<file path="src/rtl/gf163_reduce_seq.sv">
// rtl/gf163_reduce_seq.sv - sequential GF(2^163) reducer, folds FOLD high bits per clock
module gf163_reduce_seq #(
    parameter int FOLD = 54
) (
    input  logic         clk,
    input  logic         rst,
    input  logic         in_valid,
    output logic         in_ready,
    input  logic [324:0] in_prod,
    output logic         out_valid,
    input  logic         out_ready,
    output logic [162:0] out_c,
    output logic         busy
);

    typedef enum logic [1:0] {IDLE, FOLDING, DONE} state_t;

    state_t         state;
    state_t         state_next;
    logic [324:0]   w;
    logic [8:0]     hi;
    logic [8:0]     lo;
    logic [324:0]   mask;
    logic [161:0]   chunk;
    logic [324:0]   fold;
    logic [324:0]   w_folded;
    logic           last_fold;

    // Chunk W[hi:lo] realigned to bit 0 is exactly C<<s, so one x^163 substitution
    // (x^0 + x^3 + x^6 + x^7) applied to the realigned chunk performs the fold.
    always_comb begin
        lo       = (hi >= 9'(163 + FOLD - 1)) ? hi - 9'(FOLD - 1) : 9'd163;
        mask     = ({325{1'b1}} << lo) & ({325{1'b1}} >> (9'd324 - hi));
        chunk    = w[324:163] & mask[324:163];
        fold     = {163'b0, chunk} ^ ({163'b0, chunk} << 3)
                 ^ ({163'b0, chunk} << 6) ^ ({163'b0, chunk} << 7);
        w_folded = (w & ~mask) ^ fold;
        last_fold = (lo == 9'd163);
    end

    always_comb begin
        state_next = state;
        in_ready   = (state == IDLE) && !rst;
        out_valid  = (state == DONE);
        busy       = (state != IDLE);
        case (state)
            IDLE:    if (in_valid && in_ready) state_next = FOLDING;
            FOLDING: if (last_fold)            state_next = DONE;
            DONE:    if (out_ready)            state_next = IDLE;
            default:                           state_next = IDLE;
        endcase
    end

    always_ff @(posedge clk) begin
        if (rst) begin
            state <= IDLE;
        end else begin
            state <= state_next;
        end
    end

    always_ff @(posedge clk) begin
        if (rst) begin
            w     <= '0;
            hi    <= 9'd324;
            out_c <= '0;
        end else begin
            case (state)
                IDLE: begin
                    if (in_valid) begin
                        w  <= in_prod;
                        hi <= 9'd324;
                    end
                end
                FOLDING: begin
                    w  <= w_folded;
                    hi <= lo - 9'd1;
                    if (last_fold) out_c <= w_folded[162:0];
                end
                default: ;
            endcase
        end
    end

endmodule

</file>
<file path="config.mk">
export PLATFORM = sky130hd
export DESIGN_NAME = gf163_reduce_seq
export DESIGN_NICKNAME = d
export VERILOG_FILES = /design/src/rtl/gf163_reduce_seq.sv
export SDC_FILE = /design/constraint.sdc
export NUM_CORES = 2
export LEC_CHECK = 0
export ABC_AREA = 0
export ABC_CLOCK_PERIOD_IN_PS = 6000
export BUFFER_PORTS_ARGS = -buffer_cell sky130_fd_sc_hd__buf_2
export CAP_MARGIN = 25
export CORE_MARGIN = 5
export CORE_UTILIZATION = 47
export DETAILED_ROUTE_END_ITERATION = 10
export PLACE_DENSITY_LB_ADDON = 0.2
export SLEW_MARGIN = 40
export SYNTH_ARGS = -nofsm -noshare
export SYNTH_HDL_FRONTEND = slang
export SYNTH_SLANG_ARGS = --single-unit
</file>
<file path="constraint.sdc">
create_clock -name clk -period 6 [get_ports clk]
set_input_delay 0.9 -clock clk [delete_from_list [all_inputs] [get_ports clk]]
set_output_delay 0.9 -clock clk [all_outputs]
set_load 0.05 [all_outputs]
</file>
=== After elaboration in Yosys (flattened, before gate mapping) ===
Cells that the tools add are included.

* Bitwise logic cells: 8
* Reduce and logical (&&, ||, !) cells: 9
* $add $sub $neg: 3
* Mux-type cells: 9
* Magnitude comparators: 1
* Shift-type cells: 2
* Eq/ne operators: 7

{| class="wikitable"
|+ Operators by type and width
! operator !! count
|-
| 325-bit bitwise AND || 2
|-
| 325-bit case mux with 2 select lines || 1
|-
| 325-bit 2-to-1 mux || 1
|-
| 325-bit NOT || 1
|-
| 325-bit by 9-bit << shifter with 325-bit output, first input constant || 1
|-
| 325-bit by 9-bit >> shifter with 325-bit output, first input constant || 1
|-
| 325-bit by 169-bit bitwise XOR with 325-bit output || 1
|-
| 168-bit by 169-bit bitwise XOR with 169-bit output || 1
|-
| 165-bit by 168-bit bitwise XOR with 168-bit output || 1
|-
| 162-bit by 165-bit bitwise XOR with 165-bit output || 1
|-
| 162-bit bitwise AND || 1
|-
| 9-bit 2-to-1 mux || 2
|-
| 9-bit case mux with 2 select lines || 1
|-
| 9-bit by 8-bit equality test with 1-bit output, second input constant || 1
|-
| 9-bit by 8-bit greater-or-equal comparator with 1-bit output, second input constant || 1
|-
| 9-bit by 1-bit subtractor with 9-bit output, second input constant || 1
|-
| 9-bit by 6-bit subtractor with 9-bit output, second input constant || 1
|-
| 9-bit subtractor, first input constant || 1
|-
| 2-bit 2-to-1 mux || 3
|-
| 2-bit case mux with 3 select lines || 1
|-
| 2-bit by 1-bit != test with 1-bit output, second input constant || 2
|-
| 2-bit != test, second input constant || 2
|-
| 2-bit AND reduction || 2
|-
| 2-bit nonzero test || 2
|-
| 6 further kinds || 7
|}

* Logic and storage cells: 43
* Input bits: 329
* Bits in registers: 499
* Output and inout bits: 166

=== Depth between registers and ports, before layout ===
* Depth after elaboration: 10
* Gate-level depth with buffers: 19
* Depth with buffers taken out: 14

=== Worst setup path before layout ===
No wires, ideal clock.

* Path type: register to register
* Start point: register hi[0]
* End point: register w[145]
* Cell stages (with the launch flop): 20
* Clock period less this slack: 4.177 ns
* Path buffers: 5
* Data required time: 5.909 ns
* Path slack: 1.823 ns
* Library setup time: 0.091 ns
* Data arrival time: 4.086 ns
* Cells stage by stage: dfxtp_1 buf_2 buf_2 inv_1 ha_1 clkbuf_1 or3b_2 clkbuf_1 inv_1 ha_1 inv_1 ha_1 o2111ai_1 nor2_1 or4_1 clkbuf_1 xor2_1 xnor2_2 mux2i_1 a311oi_1

* Word-level cells in the longest chain between the ends: 10
* Elaborated cells on any way between the ends: 15
* Those cells by class: add/sub (2); order compare (1); shift (2); mux (2); bitwise (8)

{| class="wikitable"
|+ RTL lines
! element !! RTL line !! RTL
|-
| start: declaration || 21 || <nowiki>logic [8:0] hi;</nowiki>
|-
| start signal: assignment || 77 || <nowiki>hi <= lo - 9'd1;</nowiki>
|-
| 9-bit by 6-bit subtractor with 9-bit output / 9-bit by 8-bit greater-or-equal comparator with 1-bit output (equally long branches) || 32 || <nowiki>lo = (hi >= 9'(163 + FOLD - 1)) ? hi - 9'(FOLD - 1) : 9'd163;</nowiki>
|-
| 9-bit 2-to-1 mux || 32 ||
|-
| 325-bit by 9-bit << shifter with 325-bit output || 33 || <nowiki>mask = ({325{1'b1}} << lo) & ({325{1'b1}} >> (9'd324 - hi));</nowiki>
|-
| 325-bit bitwise AND (*) || 33 ||
|-
| 162-bit bitwise AND || 34 || <nowiki>chunk = w[324:163] & mask[324:163];</nowiki>
|-
| 162-bit by 165-bit bitwise XOR with 165-bit output || 35 || <nowiki>fold = {163'b0, chunk} ^ ({163'b0, chunk} << 3)</nowiki>
|-
| 165-bit by 168-bit bitwise XOR with 168-bit output || 36 || <nowiki>^ ({163'b0, chunk} << 6) ^ ({163'b0, chunk} << 7);</nowiki>
|-
| 168-bit by 169-bit bitwise XOR with 169-bit output || 36 ||
|-
| 325-bit by 169-bit bitwise XOR with 325-bit output (*) || 37 || <nowiki>w_folded = (w & ~mask) ^ fold;</nowiki>
|-
| 325-bit case mux with 2 select lines (*) || 68 || <nowiki>case (state)</nowiki>
|-
| end signal: assignment || 71 || <nowiki>w <= in_prod;</nowiki>
|-
| end signal: assignment || 76 || <nowiki>w <= w_folded;</nowiki>
|-
| end: declaration || 20 || <nowiki>logic [324:0] w;</nowiki>
|}

Mark *: on every way between the ends. The rest lies on a longest branch, timed or not.
A chain may end at the register's enable or synchronous reset.

=== Final worst setup path ===
* Start point: register hi[0]
* End point: register w[68]

Same word-level chain as after synthesis.

==> flow_summary.json <==
{
  "outcome": "finished, final reports clean",
  "r2r_cells": 13,
  "synthSimpleGateAreaFrac_pct": 18.6,
  "die_h_um": 271,
  "maxSlewViolCount": 0,
  "clock_skew_ns": 0.0284,
  "p_leak_uw": 0.0163,
  "min_path_type": "flip-flop to flip-flop",
  "wl_mm": 166,
  "hold_start": "out_c[68]$_SDFFE_PP0P_",
  "yosys.area_share.adder_pct": 0.313,
  "wl_per_cell_um": 30.5,
  "cts_htree_levels": 2,
  "peakVddDrop_mv": 0.229,
  "tightestPinTransition_ns": 1.06,
  "antenna_left": 0,
  "reg2reg_setup_slack_ns": 1.07,
  "yosysTopAreaCell": "dfxtp_1",
  "portBuffers": 494,
  "crit_type": "flip-flop to flip-flop",
  "drc": 0,
  "firstDrtPassIters": 7,
  "maxSlewHeadroom_pct": 28.7,
  "antenna_found_initial": 17,
  "syn_avg_cell_area_um2": 7.97,
  "p_per_area_mw_per_mm2": 270,
  "wl_met3_mm": 21.0,
  "io_pins": 495,
  "ys.flop_type": "dfxtp_1",
  "synth_compound_area_share_pct": 27.0,
  "rows": 95,
  "timing.rr.start": "hi[0]$_SDFFE_PP0P_",
  "yosysTopAreaCellShare_pct": 31.2,
  "synth_top_family_by_area": "compound AO/OA/AOI/OAI gates",
  "initial_utilization_pct": 47.5,
  "cp.required_ns": 6.58,
  "place_area_mm2": 0.0369,
  "synth_edf_count": 0,
  "viasPerCell": 6.51,
  "cts_hold_buf": 0,
  "globalplace.congestion": 1.17,
  "drt-initial-drc-count": 5258,
  "fmax_ghz": 0.203,
  "synth-async-reset-ratio_pct": 0,
  "tns_ns": 0,
  "gr-total-overflow": 0,
  "nets": 4865,
  "finalHoldViolCount": 0,
  "rsz0062_at_grt": "no",
  "synth_xor_area_share_pct": 17.8,
  "cts_made_buffers": 58,
  "vias": 35500,
  "grt_max_degree": 159,
  "setup_violations": 0,
  "yosysMostFrequentCell": "nand2_1",
  "timing.rr.end": "w[68]$_SDFFE_PP0P_",
  "min_to": "out_c[68]$_SDFFE_PP0P_",
  "die_area_mm2": 0.0734,
  "ys_top_cells_by_area": "dfxtp_1 (31%), xnor3_1 (8.4%), nand2_1 (7.7%)",
  "post_cts_buffers": 0,
  "cts_root_buf": "clkbuf_16",
  "yosysUniqueCellTypes": 93,
  "dr.max_layer_used": "met5",
  "die_w_um": 271,
  "synthMuxAreaShare_pct": 0.348,
  "worstPathArrival_ns": 5.51,
  "yosysWarnings": 0,
  "synth_area_mm2": 0.0320,
  "grt_pass1_vias": 33300,
  "ys_seq_area_share_pct": 31.2,
  "core-area_mm2": 0.0674,
  "path_max_fanout": 18,
  "whs_path_depth": 2,
  "syn_inst": 4016,
  "wl_met1_mm": 64.8,
  "wl_met2_mm": 68.5,
  "drive_gt1_share_pct": 22.4,
  "cts_tree": "built",
  "clock-sinks": 499,
  "cap_violations": 0,
  "synth_nets": 4353,
  "cp-end-kind": "flip-flop",
  "cts_resized": 0,
  "clkLatencyLatePin_ns": 0.65,
  "design_area_mm2": 0.0388,
  "cp-start-kind": "flip-flop",
  "clock_path_buffers": 3,
  "finalCritPeriodShare_pct": 82.1,
  "period_needed_ns": 4.93,
  "hpwl_mm": 124,
  "clk_pin_slew_ns": 0.06,
  "grt.total_usage_pct": 42.9,
  "netlist_top_cells_count": "nand2_1 (658), dfxtp_1 (499), a21oi_1 (421), nor2_1 (381), o21ai_0 (310)",
  "grt_pass1_wl_mm": 236,
  "ys_ff_latch": 499,
  "area_growth_pct": 21.3
}
placed cells by master, fill, tap and decap left out, types with 51 or more instances in the layout:
| cell | instances |
|---|---|
| buf_2 | 493 |
| buf_4 | 267 |
| o21a_1 | 60 |
| a21oi_1 | 420 |
| a31oi_1 | 51 |
| o21ai_0 | 309 |
| nand3_1 | 60 |
| xnor3_1 | 120 |
| a22o_1 | 84 |
| nand2_1 | 656 |
| xor2_1 | 121 |
| nor3_1 | 71 |
| clkbuf_16 | 59 |
| xnor2_1 | 200 |
| a22oi_1 | 105 |
| dfxtp_1 | 498 |
| nor2_1 | 371 |
power by group:
part	internal [uW]	switching, uW
clock	2070	1570
sequential	3480	103
combinational	1120	2160
total	6660	3840
worst max-delay path by stage:
| stage | start | to | cells after the start |
|---|---|---|---|
| floorplan | hi[0]$_SDFFE_PP0P_ | w[145]$_SDFFE_PP0P_ | 19 |
| global placement | hi[0]$_SDFFE_PP0P_ | w[68]$_SDFFE_PP0P_ | 13 |
| detailed placement | hi[0]$_SDFFE_PP0P_ | w[68]$_SDFFE_PP0P_ | 13 |
| CTS | hi[0]$_SDFFE_PP0P_ | w[68]$_SDFFE_PP0P_ | 13 |
| global route | hi[1]$_SDFFE_PP0P_ | w[71]$_SDFFE_PP0P_ | 12 |
| finish | hi[0]$_SDFFE_PP0P_ | w[68]$_SDFFE_PP0P_ | 13 |
through the flow:
| step | utilization (%) | worst slack [ns] | total power (uW) | std cells | hold slack [ns] |
|---|---|---|---|---|---|
| floorplan | - | 1.82 | 5480 | 4016 | 0.437 |
| global placement | 54.6 | 1.28 | 6740 | 5339 | 0.433 |
| detailed placement | 54.7 | 1.22 | 6750 | 5339 | 0.439 |
| CTS | 57.5 | 1.19 | 10300 | 5444 | 0.451 |
| global route | 57.6 | 0.950 | 10700 | 5446 | 0.477 |
| finish | 57.6 | 1.07 | 10500 | 5451 | 0.453 |
metal layers:
metal  track usage, %  up-vias
met4             23.9        8
met3             11.7      569
met1             57.9    17000
li1                 -    15300
met2             62.0     2639
met5                0        -
worst max-delay path: stages, from the launching register on:
cell and delay (ns):
dfxtp_1 0.32, inv_1 0.07, ha_1 0.37, nand2b_1 0.42, a21oi_1 0.65, o2111ai_4 0.52, buf_4 0.31, buf_4 0.21
o32ai_1 0.62, nor2_1 0.32, xnor2_2 0.40, xnor3_1 0.39, nor2_1 0.10, o21a_1 0.13
area by class of cell:
class,count,area [um2]
fill,6354,28600
multi-input combinational,3147,20800
sequential,499,9990
timing repair buffer,783,4900
clock buffer,85,1720
tap,873,1090
clock inverter,20,184
inverter,39,149
antenna,5,12.5
cells by family after synthesis:
family | after synthesis
flops | 499
mux | 11
fa+ha+maj | 8
compound gates | 1333
buf+inv | 370
xor+xnor | 450
simple gates | 1345
registers in the layout, indices dropped and copies added, names as in the netlist:
register	count
state	2
w	325
out_c	163
hi	9
No activity file was read; power rests on OpenSTA's default activity.
